## src/rtl/lcd_hd44780_ctrl.sv

```systemverilog
// lcd_hd44780_ctrl -- HD44780 character-LCD controller (8-bit bus, write only).
//
// Holds a ROWS x COLS character buffer written by the host. After reset it
// waits for the panel to power up, runs the init sequence (0x38, 0x0C, 0x06,
// 0x01), then refreshes every row from the buffer forever. Between frames a
// one-tick gap lets one host instruction byte in through cmd_valid/cmd_ready.
// Every LCD byte takes three step ticks: setup, enable high, enable low.
//
// Ports:
//   clk, rst              system clock, asynchronous active-high reset
//   wr_en/wr_addr/wr_data buffer write port (index = row*COLS+col)
//   cmd_valid/cmd_data    host instruction request; cmd_ready high in the gap
//   busy                  high until the init sequence has completed
//   frame_done            one-clk pulse after the last character of a frame
//   lcd_rs/lcd_rw/lcd_en/lcd_data  HD44780 bus (lcd_rw tied low)
//   LCD_N/LCD_P           backlight supply pins
//
// Optional feature: define LCD_BACKLIGHT_PWM_EN to add input bl_level[7:0]
// and drive LCD_P from an 8-bit PWM; otherwise LCD_P is constant 1.
module lcd_hd44780_ctrl #(
  parameter int COLS        = 16,
  parameter int ROWS        = 2,
  parameter int TICK_DIV    = 2500,
  parameter int PWRUP_TICKS = 400,
  parameter int CLEAR_TICKS = 40,
  parameter int AW          = (ROWS * COLS > 1) ? $clog2(ROWS * COLS) : 1
) (
  input  logic          clk,
  input  logic          rst,
  input  logic          wr_en,
  input  logic [AW-1:0] wr_addr,
  input  logic [7:0]    wr_data,
  input  logic          cmd_valid,
  input  logic [7:0]    cmd_data,
`ifdef LCD_BACKLIGHT_PWM_EN
  input  logic [7:0]    bl_level,
`endif
  output logic          cmd_ready,
  output logic          busy,
  output logic          frame_done,
  output logic          lcd_rs,
  output logic          lcd_rw,
  output logic          lcd_en,
  output logic [7:0]    lcd_data,
  output logic          LCD_N,
  output logic          LCD_P
);

  localparam int DEPTH = ROWS * COLS;
  localparam int CW    = (COLS > 1) ? $clog2(COLS) : 1;
  localparam int TW    = $clog2(TICK_DIV);
  localparam int WMAX  = (PWRUP_TICKS > CLEAR_TICKS) ? PWRUP_TICKS : CLEAR_TICKS;
  localparam int WW    = $clog2(WMAX + 1);

  typedef enum logic [2:0] {
    PWRUP, INIT, ROW_ADDR, ROW_DATA, GAP, CMD, WAIT
  } state_t;

  state_t          state, state_n;
  logic [1:0]      phase, phase_n;        // position inside a 3-tick byte transfer
  logic [WW-1:0]   wait_cnt, wait_cnt_n;
  logic [WW-1:0]   wait_len, wait_len_n;
  logic [1:0]      init_idx, init_idx_n;
  logic            row, row_n;
  logic [CW-1:0]   col, col_n;
  logic [7:0]      cmd_byte, cmd_byte_n;
  logic            rs_n, en_n, busy_n, frame_done_n;
  logic [7:0]      data_n;
  logic [TW-1:0]   tick_cnt;
  logic            tick;
  logic [7:0]      buf_mem [DEPTH];
  logic [AW-1:0]   rd_addr;
  logic            tx_rs;
  logic [7:0]      tx_byte;

  assign lcd_rw    = 1'b0;
  assign LCD_N     = 1'b0;
  assign cmd_ready = (state == GAP);

  // Step tick: fires on the TICK_DIV-th clk after reset release, then every TICK_DIV.
  assign tick = (tick_cnt == TW'(TICK_DIV - 1));

  always_ff @(posedge clk or posedge rst) begin
    if (rst)       tick_cnt <= '0;
    else if (tick) tick_cnt <= '0;
    else           tick_cnt <= tick_cnt + 1'b1;
  end

  // NOTE: the buffer must come up as spaces, so it is a reset register array rather than a RAM.
  always_ff @(posedge clk or posedge rst) begin
    if (rst) begin
      for (int i = 0; i < DEPTH; i++) buf_mem[i] <= 8'h20;
    end else if (wr_en && (int'(wr_addr) < DEPTH)) begin
      buf_mem[wr_addr] <= wr_data;
    end
  end

  // A write on the same edge as the read lands after the old value is captured.
  assign rd_addr = AW'(int'(row) * COLS + int'(col));

  // Byte the current state would put on the bus.
  always_comb begin
    tx_rs   = 1'b0;
    tx_byte = cmd_byte;
    case (state)
      INIT: begin
        case (init_idx)
          2'd0:    tx_byte = 8'h38;
          2'd1:    tx_byte = 8'h0C;
          2'd2:    tx_byte = 8'h06;
          default: tx_byte = 8'h01;
        endcase
      end
      ROW_ADDR: tx_byte = row ? 8'hC0 : 8'h80;
      ROW_DATA: begin
        tx_rs   = 1'b1;
        tx_byte = buf_mem[rd_addr];
      end
      default: ;
    endcase
  end

  // NOTE: every next-state value is defaulted to its current value first, so no latches appear.
  always_comb begin
    state_n      = state;
    phase_n      = phase;
    wait_cnt_n   = wait_cnt;
    wait_len_n   = wait_len;
    init_idx_n   = init_idx;
    row_n        = row;
    col_n        = col;
    cmd_byte_n   = cmd_byte;
    rs_n         = lcd_rs;
    data_n       = lcd_data;
    en_n         = lcd_en;
    busy_n       = busy;
    frame_done_n = 1'b0;

    if (state == GAP && cmd_valid) begin
      // Accept on this edge regardless of tick so cmd_ready drops next cycle.
      cmd_byte_n = cmd_data;
      state_n    = CMD;
      phase_n    = 2'd0;
    end else if (tick) begin
      case (state)
        PWRUP: begin
          if (wait_cnt == WW'(PWRUP_TICKS - 1)) begin
            state_n    = INIT;
            wait_cnt_n = '0;
            init_idx_n = 2'd0;
          end else begin
            wait_cnt_n = wait_cnt + 1'b1;
          end
        end
        WAIT: begin
          if (wait_cnt == wait_len - 1'b1) begin
            state_n    = ROW_ADDR;
            row_n      = 1'b0;
            wait_cnt_n = '0;
            busy_n     = 1'b0;
          end else begin
            wait_cnt_n = wait_cnt + 1'b1;
          end
        end
        GAP: begin
          state_n = ROW_ADDR;
          row_n   = 1'b0;
        end
        default: begin
          case (phase)
            2'd0: begin
              rs_n    = tx_rs;
              data_n  = tx_byte;
              en_n    = 1'b0;
              phase_n = 2'd1;
            end
            2'd1: begin
              en_n    = 1'b1;
              phase_n = 2'd2;
            end
            default: begin
              en_n    = 1'b0;
              phase_n = 2'd0;
              case (state)
                INIT: begin
                  if (init_idx == 2'd3) begin
                    state_n    = WAIT;
                    wait_len_n = WW'(CLEAR_TICKS);
                    wait_cnt_n = '0;
                  end else begin
                    init_idx_n = init_idx + 1'b1;
                  end
                end
                ROW_ADDR: begin
                  state_n = ROW_DATA;
                  col_n   = '0;
                end
                ROW_DATA: begin
                  if (col == CW'(COLS - 1)) begin
                    col_n = '0;
                    if (row == 1'(ROWS - 1)) begin
                      frame_done_n = 1'b1;
                      state_n      = GAP;
                    end else begin
                      row_n   = row + 1'b1;
                      state_n = ROW_ADDR;
                    end
                  end else begin
                    col_n = col + 1'b1;
                  end
                end
                default: begin  // CMD: clear/home need the long settle time
                  state_n    = WAIT;
                  wait_cnt_n = '0;
                  wait_len_n = (cmd_byte == 8'h01 || cmd_byte == 8'h02)
                             ? WW'(CLEAR_TICKS) : WW'(1);
                end
              endcase
            end
          endcase
        end
      endcase
    end
  end

  always_ff @(posedge clk or posedge rst) begin
    if (rst) begin
      state      <= PWRUP;
      phase      <= 2'd0;
      wait_cnt   <= '0;
      wait_len   <= '0;
      init_idx   <= 2'd0;
      row        <= 1'b0;
      col        <= '0;
      cmd_byte   <= 8'h00;
      lcd_rs     <= 1'b0;
      lcd_data   <= 8'h00;
      lcd_en     <= 1'b0;
      busy       <= 1'b1;
      frame_done <= 1'b0;
    end else begin
      state      <= state_n;
      phase      <= phase_n;
      wait_cnt   <= wait_cnt_n;
      wait_len   <= wait_len_n;
      init_idx   <= init_idx_n;
      row        <= row_n;
      col        <= col_n;
      cmd_byte   <= cmd_byte_n;
      lcd_rs     <= rs_n;
      lcd_data   <= data_n;
      lcd_en     <= en_n;
      busy       <= busy_n;
      frame_done <= frame_done_n;
    end
  end

`ifdef LCD_BACKLIGHT_PWM_EN
  logic [7:0] pwm_cnt;

  always_ff @(posedge clk or posedge rst) begin
    if (rst) begin
      pwm_cnt <= 8'h00;
      LCD_P   <= 1'b0;
    end else begin
      pwm_cnt <= pwm_cnt + 1'b1;
      LCD_P   <= (pwm_cnt < bl_level);
    end
  end
`else
  assign LCD_P = 1'b1;
`endif

endmodule

```

## config.mk

```make
export PLATFORM = sky130hd
export DESIGN_NAME = lcd_hd44780_ctrl
export DESIGN_NICKNAME = d
export VERILOG_FILES = /design/src/rtl/lcd_hd44780_ctrl.sv
export SDC_FILE = /design/constraint.sdc
export NUM_CORES = 1
export LEC_CHECK = 0
export BUFFER_PORTS_ARGS = -buffer_cell sky130_fd_sc_hd__buf_2
export CAP_MARGIN = 40
export CORE_MARGIN = 5
export CORE_UTILIZATION = 55
export DETAILED_ROUTE_END_ITERATION = 10
export PLACE_DENSITY_LB_ADDON = 0.25
export SLEW_MARGIN = 30
export SYNTH_ARGS = -nofsm -noshare
export SYNTH_HDL_FRONTEND = slang
export SYNTH_SLANG_ARGS = --single-unit
```

## constraint.sdc

```tcl
create_clock -name clk -period 23.8 [get_ports clk]
set_clock_uncertainty 0.2 [all_clocks]
set_input_delay 3.57 -clock clk [delete_from_list [all_inputs] [get_ports clk]]
set_output_delay 3.57 -clock clk [all_outputs]
set_load 0.1 [all_outputs]
```

==> impl_metrics.env <==
export IMPL_share_of_post_route_cells_with_drive_strength_above_1_pct=40.9
export IMPL_n_fill_cell=2026
export IMPL_worst_r2r_cell_count=7
export IMPL_wire_length_of_the_first_global_routing_pass_microns=54400
export IMPL_r2r_end="lcd_data[3]$_DFFE_PP0P_"
export IMPL_remaining_drc_errors=0
export IMPL_die_area_sq_um=30200
export IMPL_ys_flop_type="sky130_fd_sc_hd__dfrtp_1"
export IMPL_core_region_area_sq_um=26700
export IMPL_fin_hold_ws_ns=0.279
export IMPL_whs_endpoint="lcd_data[2]$_DFFE_PP0P_"
export IMPL_fmax_ghz=0.168
export IMPL_cts_tree="done"
export IMPL_initial_core_util_pct=55.3
export IMPL_power_leakage_uw=0.00713
export IMPL_worst_setup_hold_path_clk_slew_ns=0.06
export IMPL_endpoint_arrival_time_on_the_critical_path_ns=2.19
export IMPL_synthesis_area_per_instance_sq_um=13.4
export IMPL_clk_lat_worst_skew_ns=0.52
export IMPL_antenna_found_initial=0
export IMPL_worst_max_slew_pin_slew_ns=0.860
export IMPL_grt_remaining_overflow=0
export IMPL_synth_edff_count=0
export IMPL_fin_tns_setup_ns=0
export IMPL_fp_row_count=60
export IMPL_hpwlAfterDp_microns=21700
export IMPL_maximum_number_of_pins_on_one_net_before_global_route_repair=184
export IMPL_endpoint_kind="output pin"
export IMPL_drt_first_pass_iters=5
export IMPL_clock_tree_buf_depth=3
export IMPL_setup_repair_after_global_routing_missed_its_margin="false"
export IMPL_whs_path_depth=2
export IMPL_timing_reg2reg_setup_slack_ns=20.22
export IMPL_io_buffer_count=37
export IMPL_post_cts_setup_buffer_count=0
export IMPL_layout_nets=1155
export IMPL_post_cts_hold_buffer_count=0
export IMPL_synth_cell_area_sq_um=14700
export IMPL_number_of_pins_exceeding_their_max_slew_limit_in_the_final_report=0
export IMPL_post_cts_repair_resize_count=0
export IMPL_synthMostInstantiatedCell="sky130_fd_sc_hd__dfrtp_1"
export IMPL_synthesis_yosys_warnings=0
export IMPL_synthDistinctLibCells=68
export IMPL_setup_violations_final=0
export IMPL_synth_top_cell_by_area="sky130_fd_sc_hd__dfrtp_1"
export IMPL_synth_sequential_area_ratio_pct=53.1
export IMPL_drt_wirelength_microns=33400
export IMPL_synth_async_reset_ratio_pct=100
export IMPL_initialDrtViolationCount=730
export IMPL_final_antenna_net_count=0
export IMPL_path_class="flip-flop to output pin"
export IMPL_outcome="completed"
export IMPL_synth_top_cells_by_count="sky130_fd_sc_hd__dfrtp_1, sky130_fd_sc_hd__mux2_2, sky130_fd_sc_hd__nand2_1, sky130_fd_sc_hd__mux4_2, sky130_fd_sc_hd__nor2_1"
export IMPL_gpl_final_weighted_congestion=0.809
export IMPL_die_h_microns=174
export IMPL_antenna_cells_inserted=0
export IMPL_first_global_vias=9546
export IMPL_cellPowerDensity_nw_per_um2=82.9
export IMPL_clkSinkCount=311
export IMPL_origin_of_the_worst_min_delay_path="lcd_data[2]$_DFFE_PP0P_"
export IMPL_fp_dieW_microns=174
export IMPL_timing_final_crit_period_ns=5.96
export IMPL_ioPinCount=41
export IMPL_grt_util_all_layers_pct=22.5
export IMPL_syn_instance_count=1102
export IMPL_avgViaCountPerCell=6.17
export IMPL_cts_root_buffer_cell="sky130_fd_sc_hd__clkbuf_16"
export IMPL_maxCapViolCount=0
export IMPL_r2r_start="col[0]$_DFFE_PP0P_"
export IMPL_ys_ff_latch=311
export IMPL_hold_class="flip-flop to flip-flop"
export IMPL_vdd_drop_max_v=0.0000587
export IMPL_slew_limit_headroom_pct=42.5
export IMPL_synth_area_top_cells="sky130_fd_sc_hd__dfrtp_1, sky130_fd_sc_hd__mux2_2, sky130_fd_sc_hd__mux4_2"
export IMPL_final_min_period_over_clock_period_pct=25.0
export IMPL_syn2layout_area_growth_pct=11.2
export IMPL_top_cell_type_s_share_of_synthesized_area_pct=47.2
export IMPL_drt_wirelength_per_cell_microns=22.5
export IMPL_critPathLaunchType="flip-flop"
export IMPL_htreeDepth=2
export IMPL_worstPathRequired_ns=20.03
export IMPL_cts_buffers=35
export IMPL_report_power_total_uw=1360
export IMPL_crit_path_max_fanout=18
export IMPL_vias_after_detailed_routing=9169
export IMPL_report_final_hold_viol_count=0
## report_power, final
part           switching (uW)  total, uW  internal [uW]
Clock                     212        537            326
Combinational            62.8        158           95.0
Sequential               41.5        663            621
## sequential cells by signal, summed over array words and instances (netlist names), 2 cells and up
register and count:
wait_cnt 9, tick_cnt 12, init_idx 2, buf_mem 256, state 3, phase 2, col 4, wait_len 2
cmd_byte 8, lcd_data 8
## critical path, stage by stage, from the launching register on
cell and delay, ns:
sky130_fd_sc_hd__dfrtp_1 0.58, sky130_fd_sc_hd__inv_1 0.30, sky130_fd_sc_hd__nand2_1 0.10, sky130_fd_sc_hd__nor2_1 0.21
sky130_fd_sc_hd__buf_2 0.48
## layout by cell type (no fill, tap or decap), types with 3 or more instances in the layout
| cell | count |
|---|---|
| sky130_fd_sc_hd__xnor2_1 | 7 |
| sky130_fd_sc_hd__nand3_1 | 26 |
| sky130_fd_sc_hd__buf_4 | 7 |
| sky130_fd_sc_hd__or2_2 | 3 |
| sky130_fd_sc_hd__conb_1 | 3 |
| sky130_fd_sc_hd__buf_16 | 3 |
| sky130_fd_sc_hd__ha_1 | 10 |
| sky130_fd_sc_hd__a22o_1 | 8 |
| sky130_fd_sc_hd__inv_1 | 12 |
| sky130_fd_sc_hd__and3_1 | 9 |
| sky130_fd_sc_hd__clkbuf_1 | 9 |
| sky130_fd_sc_hd__nand2_1 | 80 |
| sky130_fd_sc_hd__dfrtp_1 | 276 |
| sky130_fd_sc_hd__inv_6 | 3 |
| sky130_fd_sc_hd__nor4b_1 | 3 |
| sky130_fd_sc_hd__nor3_1 | 9 |
| sky130_fd_sc_hd__a22oi_1 | 11 |
| sky130_fd_sc_hd__nand4_1 | 5 |
| sky130_fd_sc_hd__a21oi_1 | 21 |
| sky130_fd_sc_hd__nor4_1 | 6 |
| sky130_fd_sc_hd__clkinv_2 | 3 |
| sky130_fd_sc_hd__clkbuf_16 | 35 |
| sky130_fd_sc_hd__mux2i_1 | 19 |
| sky130_fd_sc_hd__nor3b_1 | 7 |
| sky130_fd_sc_hd__o21ai_0 | 36 |
| sky130_fd_sc_hd__clkbuf_8 | 10 |
| sky130_fd_sc_hd__o31ai_1 | 5 |
| sky130_fd_sc_hd__a2bb2oi_1 | 3 |
| sky130_fd_sc_hd__a21o_1 | 3 |
| sky130_fd_sc_hd__nor2b_1 | 11 |
| sky130_fd_sc_hd__nor2_1 | 49 |
| sky130_fd_sc_hd__mux4_2 | 56 |
| sky130_fd_sc_hd__a211oi_1 | 6 |
| sky130_fd_sc_hd__buf_2 | 37 |
| sky130_fd_sc_hd__a221oi_1 | 3 |
| sky130_fd_sc_hd__xor2_1 | 6 |
| sky130_fd_sc_hd__mux2_2 | 261 |
| sky130_fd_sc_hd__nand3b_1 | 6 |
| sky130_fd_sc_hd__dfstp_2 | 33 |
## layer usage
metal / share of wire (%) / up-vias / global-route usage (%)
met5: 0 / - / 0
met4: 2.1 / 0 / 5.61
met3: 4.4 / 47 / 3.32
met2: 48 / 208 / 36.2
met1: 45 / 4820 / 32.6
li1: - / 4094 / -
## metrics by stage
step           instance area (sq um)  worst slack (ns)  cells  utilization (%)
3_3_place_gp                   15100             18.22   1415             56.7
2_1_floorplan                  14700             11.48   1103                -
4_1_cts                        16300             17.83   1483             61.3
5_1_grt                        16400             17.73   1487             61.5
3_5_place_dp                   15200             18.20   1420             57.0
6_report                       16400             17.84   1487             61.5
## cell type report
| type | count | area (sq um) | share of cell area [%] |
|---|---|---|---|
| multi-input combinational | 708 | 6560 | 40.0 |
| inverter | 13 | 56.3 | 0.344 |
| timing repair buffer | 51 | 359 | 2.19 |
| tap | 341 | 427 | 2.60 |
| sequential | 311 | 7830 | 47.8 |
| clock buffer | 54 | 1050 | 6.39 |
| clock inverter | 9 | 109 | 0.664 |
## worst max path at each step
stage | endpoint | from
global placement | col[0]$_DFFE_PP0P_ | rst
finish | cmd_ready | state[0]$_DFFE_PP0P_
CTS | cmd_ready | state[0]$_DFFE_PP0P_
detailed placement | buf_mem[92]$_DFFE_PP0P_ | wr_addr[1]
floorplan | buf_mem[0]$_DFFE_PP0P_ | rst
global route | cmd_ready | state[0]$_DFFE_PP0P_
## cell families after synthesis
| logic type | share of synthesized area, % |
|---|---|
| mux | 29.9 |
| flops | 53.1 |
| simple gates | 7.73 |
| compound gates | 5.21 |
| buf+inv | 2.40 |
| xor+xnor | 0.773 |
| fa+ha+maj | 0.849 |
| other cells | 0.0510 |
Note: power is estimated with default switching activity, not from simulation.
